`src/rtl/piano_key_debounce.sv`:
```
// piano_key_debounce
//   Synchronises and debounces eight raw piano key inputs (t0..t7) and offers
//   each new stable chord to the LISTEN stage over a valid/ready handshake.
//   Bit order everywhere is {t0,...,t7}, so t0 lands in bit 7.
//   Optional build macro: KEY_ACTIVE_LOW_EN -- raw keys are active-low
//   (pull-up switches) and are inverted before synchronisation.
module piano_key_debounce #(
  parameter int DEBOUNCE_CYCLES = 1000,
  parameter int CNT_W           = 16
) (
  input  logic       clk,
  input  logic       rst,
  input  logic       t0,
  input  logic       t1,
  input  logic       t2,
  input  logic       t3,
  input  logic       t4,
  input  logic       t5,
  input  logic       t6,
  input  logic       t7,
  output logic [7:0] keys_stable,
  output logic [7:0] chord,
  output logic       chord_valid,
  input  logic       chord_ready
);

  localparam logic [CNT_W-1:0] LP_CNT_LAST = CNT_W'(DEBOUNCE_CYCLES - 1);
  localparam logic [CNT_W-1:0] LP_CNT_ONE  = CNT_W'(1);

  typedef enum logic {
    ST_IDLE,
    ST_PEND
  } state_t;

  logic [7:0]       w_raw;
  logic [7:0]       r_sync1;
  logic [7:0]       r_sync2;
  logic [7:0]       r_keys_stable;
  logic [CNT_W-1:0] r_cnt [8];
  logic [7:0]       r_chord;
  logic [7:0]       r_last_sent;
  logic             r_chord_valid;
  state_t           r_state;

`ifdef KEY_ACTIVE_LOW_EN
  assign w_raw = ~{t0, t1, t2, t3, t4, t5, t6, t7};
`else
  assign w_raw = {t0, t1, t2, t3, t4, t5, t6, t7};
`endif

  // Two-flop synchroniser for the asynchronous key inputs.
  always_ff @(posedge clk) begin
    if (rst) begin
      r_sync1 <= '0;
      r_sync2 <= '0;
    end else begin
      r_sync1 <= w_raw;
      r_sync2 <= r_sync1;
    end
  end

  // Per-key debounce: a key must disagree with its stable level for
  // DEBOUNCE_CYCLES consecutive cycles before the stable level flips.
  always_ff @(posedge clk) begin
    if (rst) begin
      r_keys_stable <= '0;
      for (int unsigned i = 0; i < 8; i++) begin
        r_cnt[i] <= '0;
      end
    end else begin
      for (int unsigned i = 0; i < 8; i++) begin
        if (r_sync2[i] == r_keys_stable[i]) begin
          r_cnt[i] <= '0;
        end else if (r_cnt[i] == LP_CNT_LAST) begin
          r_keys_stable[i] <= ~r_keys_stable[i];
          r_cnt[i]         <= '0;
        end else begin
          r_cnt[i] <= r_cnt[i] + LP_CNT_ONE;
        end
      end
    end
  end

  // Chord publisher: offers the latest stable chord whenever it differs from
  // the last one sent; changes while a chord is pending are coalesced.
  always_ff @(posedge clk) begin
    if (rst) begin
      r_state       <= ST_IDLE;
      r_chord       <= '0;
      r_last_sent   <= '0;
      r_chord_valid <= 1'b0;
    end else begin
      case (r_state)
        ST_IDLE: begin
          if (r_keys_stable != r_last_sent) begin
            r_chord       <= r_keys_stable;
            r_last_sent   <= r_keys_stable;
            r_chord_valid <= 1'b1;
            r_state       <= ST_PEND;
          end else begin
            r_chord_valid <= 1'b0;
          end
        end
        ST_PEND: begin
          if (chord_ready) begin
            r_chord_valid <= 1'b0;
            r_state       <= ST_IDLE;
          end
        end
        default: begin
          r_chord_valid <= 1'b0;
          r_state       <= ST_IDLE;
        end
      endcase
    end
  end

  assign keys_stable = r_keys_stable;
  assign chord       = r_chord;
  assign chord_valid = r_chord_valid;

endmodule

```
`config.mk`:
```
export PLATFORM = sky130hd
export DESIGN_NAME = piano_key_debounce
export DESIGN_NICKNAME = d
export VERILOG_FILES = /design/src/rtl/piano_key_debounce.sv
export SDC_FILE = /design/constraint.sdc
export NUM_CORES = 1
export LEC_CHECK = 0
export ABC_AREA = 1
export CAP_MARGIN = 0
export CORE_UTILIZATION = 50
export CTS_CLUSTER_SIZE = 12
export DETAILED_ROUTE_END_ITERATION = 8
export GPL_TIMING_DRIVEN = 0
export HOLD_SLACK_MARGIN = 0.02
export PLACE_DENSITY = 0.7
export SETUP_SLACK_MARGIN = 0.1
export SLEW_MARGIN = 20
export SYNTH_ARGS = -nofsm -noshare
export SYNTH_HDL_FRONTEND = slang
export SYNTH_SLANG_ARGS = --single-unit
```
`constraint.sdc`:
```
create_clock -name clk -period 4.2 [get_ports clk]
set_input_delay 0.42 -clock clk [delete_from_list [all_inputs] [get_ports clk]]
set_output_delay 0.42 -clock clk [all_outputs]
set_load 0.03 [all_outputs]
```
==> flow_summary.html <==
<table>
<tr><th>Metric</th><th>Value</th></tr>
<tr><th colspan="2">Run status</th></tr>
<tr><td>Result of the run</td><td>finished, final reports clean</td></tr>
<tr><th colspan="2">Cells and area</th></tr>
<tr><td>Final design instance area without fill</td><td>10,490 sq um</td></tr>
<tr><td>Antenna Cells</td><td>0</td></tr>
<tr><td>Final #Nets</td><td>1,241</td></tr>
<tr><td>End-of-flow core utilization</td><td>60.63%</td></tr>
<tr><td>Ratio of cells with drive above 1 in the final layout</td><td>~7.4%</td></tr>
<tr><td>Synth-to-Final Area Change</td><td>18.39%</td></tr>
<tr><th colspan="2">Critical path</th></tr>
<tr><td>Critical register-to-register path endpoint</td><td>r_cnt[1][60]$_SDFFCE_PP0P_</td></tr>
<tr><td>Sequence of cells on the critical path</td><td>clkdlybuf4s50_1</td></tr>
<tr><td>Cells on worst reg2reg path</td><td>9</td></tr>
<tr><td>Launching element of the worst setup path</td><td>keys_stable[5]$_SDFFE_PP0P_</td></tr>
<tr><td>Stage delay of the slowest cell on the critical path</td><td>around 0.75 ns</td></tr>
<tr><td>Flop-to-flop setup slack</td><td>~2.4 ns</td></tr>
<tr><td>Worst path buffer plus inverter count</td><td>1</td></tr>
<tr><td>Critical path endpoint category</td><td>output port</td></tr>
<tr><td>Startpoint of the worst register-to-register path</td><td>r_cnt[1][48]$_SDFFCE_PP0P_</td></tr>
<tr><td>Worst Path Class, Setup</td><td>reg -&gt; out</td></tr>
<tr><td>Worst path top cell family by delay</td><td>buffers and inverters</td></tr>
<tr><td>Arrival time of the worst setup path</td><td>roughly 1.6 ns</td></tr>
<tr><td>Startpoint class of the critical path</td><td>register</td></tr>
<tr><td>Slowest CP cell</td><td>sky130_fd_sc_hd__clkdlybuf4s50_1</td></tr>
<tr><td>Required time at the worst-slack endpoint</td><td>around 3.8 ns</td></tr>
<tr><td>Max FO, Critical Path</td><td>5</td></tr>
<tr><th colspan="2">Global routing</th></tr>
<tr><td>Largest net degree at the start of global routing</td><td>17</td></tr>
<tr><td>Number of antenna violations at the first check in global routing</td><td>0</td></tr>
<tr><td>Overflow after GRT</td><td>0</td></tr>
<tr><td>Via count of the first global-routing pass</td><td>roughly 6,500</td></tr>
<tr><td>Global-route usage over all layers</td><td>between 20 and 25%</td></tr>
<tr><td>Global-route wire length before repair</td><td>~29,000 um</td></tr>
<tr><th colspan="2">Clock tree</th></tr>
<tr><td>H-tree depth reported by CTS</td><td>4</td></tr>
<tr><td>Number of setup buffers added after CTS</td><td>0</td></tr>
<tr><td>Clock tree from TritonCTS</td><td>done</td></tr>
<tr><td>Gates resized, CTS repair</td><td>0</td></tr>
<tr><td>Clock Tree Root</td><td>sky130_fd_sc_hd__clkbuf_16</td></tr>
<tr><td>Clock sinks</td><td>~160</td></tr>
<tr><td>Insertion delay to the later sink of the worst-skew pair</td><td>0.43 ns</td></tr>
<tr><td>Maximum root-to-sink buffer count</td><td>2</td></tr>
<tr><td>Post-cts hold buffer count</td><td>0</td></tr>
<tr><td>Clock-pin slew reported for the worst setup and hold paths after clock tree synthesis</td><td>approximately 0.060 ns</td></tr>
<tr><td>Cts bufs inserted</td><td>17</td></tr>
<tr><th colspan="2">Floorplanning</th></tr>
<tr><td>DIE HEIGHT</td><td>between 100 and 150 um</td></tr>
<tr><td>Die area</td><td>approximately 18,000 sq um</td></tr>
<tr><td>Number of rows in the core area</td><td>48</td></tr>
<tr><td>I/O pin cnt</td><td>28</td></tr>
<tr><td>Core footprint</td><td>17,300 sq um</td></tr>
<tr><td>Initial Util</td><td>between 50% and 60%</td></tr>
<tr><td>Chip Width</td><td>135.1 um</td></tr>
<tr><th colspan="2">Drt</th></tr>
<tr><td>First-pass iteration count of the detailed router</td><td>5</td></tr>
<tr><td>WL/cell</td><td>11.61 um</td></tr>
<tr><td>Starting DRC count in detailed routing</td><td>382</td></tr>
<tr><td>Via count of the routed design</td><td>about 6,900</td></tr>
<tr><td>Vias per inst</td><td>approximately 4.8</td></tr>
<tr><td>Count of unresolved DRC violations after routing</td><td>0</td></tr>
<tr><td>Total wire length</td><td>approximately 17,000 um</td></tr>
<tr><td>Antenna Violating Nets Remaining</td><td>0</td></tr>
<tr><th colspan="2">Min path</th></tr>
<tr><td>Class of the tightest hold or removal check</td><td>reg -&gt; reg</td></tr>
<tr><td>Cells on Worst Hold Path</td><td>2</td></tr>
<tr><td>Hold worst-path end</td><td>r_sync2[6]$_SDFF_PP0_</td></tr>
<tr><td>Worst min-delay path startpoint</td><td>r_sync1[6]$_SDFF_PP0_</td></tr>
<tr><th colspan="2">Timing</th></tr>
<tr><td>Post-route clock skew</td><td>between 0.009 and 0.01 ns</td></tr>
<tr><td>Final clock period utilization by the worst path</td><td>around half</td></tr>
<tr><td>Hold violation total from the final report</td><td>0</td></tr>
<tr><td>Pins Over Slew Limit</td><td>0</td></tr>
<tr><td>Setup violations, final</td><td>0</td></tr>
<tr><td>Worst hold slack</td><td>roughly 0.40 ns</td></tr>
<tr><td>Total Negative Setup Slacks</td><td>0 ns</td></tr>
<tr><td>Highest clock frequency the design can meet</td><td>489.1 MHz</td></tr>
<tr><td>Unrepaired setup endpoints after global routing</td><td>no</td></tr>
<tr><td>Shortest period the worst path allows</td><td>between 2 and 2.5 ns</td></tr>
<tr><th colspan="2">Logic synthesis</th></tr>
<tr><td>Share of synthesized registers carrying an async set or reset</td><td>0%</td></tr>
<tr><td>Cells after Synth</td><td>1,049</td></tr>
<tr><td>Mean instance size in the synthesized netlist</td><td>between 8 and 9 sq um</td></tr>
<tr><td>Most numerous cell in the Yosys netlist</td><td>sky130_fd_sc_hd__nand2_1</td></tr>
<tr><td>Syn Std Cell Area</td><td>8858 sq um</td></tr>
<tr><td>Distinct cell type count of the synthesized netlist</td><td>41</td></tr>
<tr><td>Post-synthesis register bit count</td><td>between 150 and 200</td></tr>
<tr><td>Primary flip-flop cell chosen by synthesis mapping</td><td>sky130_fd_sc_hd__edfxtp_1</td></tr>
<tr><td>Number of enable-type register cells in the synthesized netlist</td><td>128</td></tr>
<tr><td>Most area-hungry cell type in the Yosys netlist</td><td>sky130_fd_sc_hd__edfxtp_1</td></tr>
<tr><td>Synthesis Warnings</td><td>0</td></tr>
<tr><td>Register area share after synthesis</td><td>between 50% and 60%</td></tr>
<tr><td>Area share of the leading cell type in the synthesized netlist</td><td>a little over two fifths</td></tr>
<tr><td>Most common library cells after synthesis</td><td>sky130_fd_sc_hd__nand2_1 (190), sky130_fd_sc_hd__nor2_1 (171), sky130_fd_sc_hd__inv_1 (146), sky130_fd_sc_hd__edfxtp_1 (128), sky130_fd_sc_hd__nand3_1 (72)</td></tr>
<tr><td>Cell types with the largest area share after synthesis</td><td>sky130_fd_sc_hd__edfxtp_1 (43%), sky130_fd_sc_hd__nand2_1 (8.1%), sky130_fd_sc_hd__dfxtp_1 (7.7%)</td></tr>
<tr><th colspan="2">Place</th></tr>
<tr><td>Port buffer count</td><td>27</td></tr>
<tr><td>RD Place Congestion</td><td>0.9353</td></tr>
<tr><td>Half-perimeter wire length of the detailed placement result</td><td>~13,000 um</td></tr>
<tr><td>Post-place instance area</td><td>between 9000 and 10,000 sq um</td></tr>
<tr><th colspan="2">Run</th></tr>
<tr><td>Number of max-cap violations</td><td>0</td></tr>
<tr><th colspan="2">Power</th></tr>
<tr><td>Design Power</td><td>about 4 mW</td></tr>
<tr><td>Leakage Power</td><td>roughly 4.3 nW</td></tr>
<tr><td>Power density normalized to cell area</td><td>379.7 nW/um^2</td></tr>
<tr><td>Peak supply drop</td><td>roughly 300 uV</td></tr>
</table>
[sequential cells by signal, indices dropped and copies added (netlist names)]
name,flops
chord_valid,1
r_state,1
keys_stable,8
r_sync2,8
r_cnt,128
r_sync1,8
r_last_sent,8
[per-layer routing]
layer  vias to the layer above  part of all wire [%]  global-route usage [%]
met5                         -                     0                       0
met4                         0                   1.8                   7.990
met3                        26                   3.1                   4.242
met2                        94                    47                   33.28
met1                      3133                    48                   25.47
li1                       3683                     -                       -
[logic make-up (layout without fill, tap and decap cells)]
kind of cell / after synthesis / count (layout) / synth area share [%]
compound gates: 85 / 85 / 5.071
xor+xnor: 46 / 46 / 4.548
fa+ha+maj: 8 / 8 / 1.130
buf+inv: 162 / 221 / 7.556
flops: 162 / 162 / 51.07
other cells: 1 / 128 / 0.04233
simple gates: 585 / 585 / 30.58
[final cells by class]
type | count | area, sq um
Clock inverter | 12 | 163.9
Clock buffer | 20 | 436.7
Sequential cell | 162 | 4524
Timing Repair Buffer | 27 | 270.3
Buffer | 14 | 113.9
Tap cell | 225 | 281.5
Fill cell | 1499 | 6809
Multi-Input combinational cell | 852 | 4141
Inverter | 148 | 555.5
[placed cells by master (no fill, tap or decap), types with 27 or more instances in the layout]
| cell | count |
|---|---|
| sky130_fd_sc_hd__a21oi_1 | 59 |
| sky130_fd_sc_hd__nor3_1 | 59 |
| sky130_fd_sc_hd__nand4_1 | 29 |
| sky130_fd_sc_hd__clkdlybuf4s50_1 | 27 |
| sky130_fd_sc_hd__inv_1 | 146 |
| sky130_fd_sc_hd__nor2_1 | 171 |
| sky130_fd_sc_hd__dfxtp_1 | 34 |
| sky130_fd_sc_hd__xor2_1 | 35 |
| sky130_fd_sc_hd__edfxtp_1 | 128 |
| sky130_fd_sc_hd__nand3_1 | 72 |
| sky130_fd_sc_hd__nand2_1 | 190 |
| sky130_fd_sc_hd__conb_1 | 128 |
[how the worst max path moves through the flow]
stage | to | slack, ns | cells after the start
after floorplan | r_cnt[0][14]$_SDFFCE_PN0P_ | 2.68 | 7
after global placement | r_cnt[1][10]$_SDFFCE_PN0P_ | 2.01 | 8
after detailed placement | r_cnt[1][10]$_SDFFCE_PN0P_ | 1.98 | 8
after CTS | keys_stable[5] | 2.14 | 1
after global routing | keys_stable[5] | 2.09 | 1
final | keys_stable[5] | 2.16 | 1
[where the power goes]
part	leakage [nW]	switching, mW	total, mW	internal (mW)
sequential	1.60	0.0753	1.90	1.82
clock	0.283	0.623	1.61	0.986
combinational	2.40	0.303	0.477	0.174
total	4.28	1.00	3.98	2.98
[stage by stage]
step / setup slack, ns / cells
4_1_cts: 2.144 / 1460
3_5_place_dp: 1.980 / 1428
2_1_floorplan: 2.684 / 1176
6_report: 2.155 / 1460
3_3_place_gp: 2.007 / 1428
5_1_grt: 2.092 / 1460
Note: power is estimated with default switching activity, not from simulation.
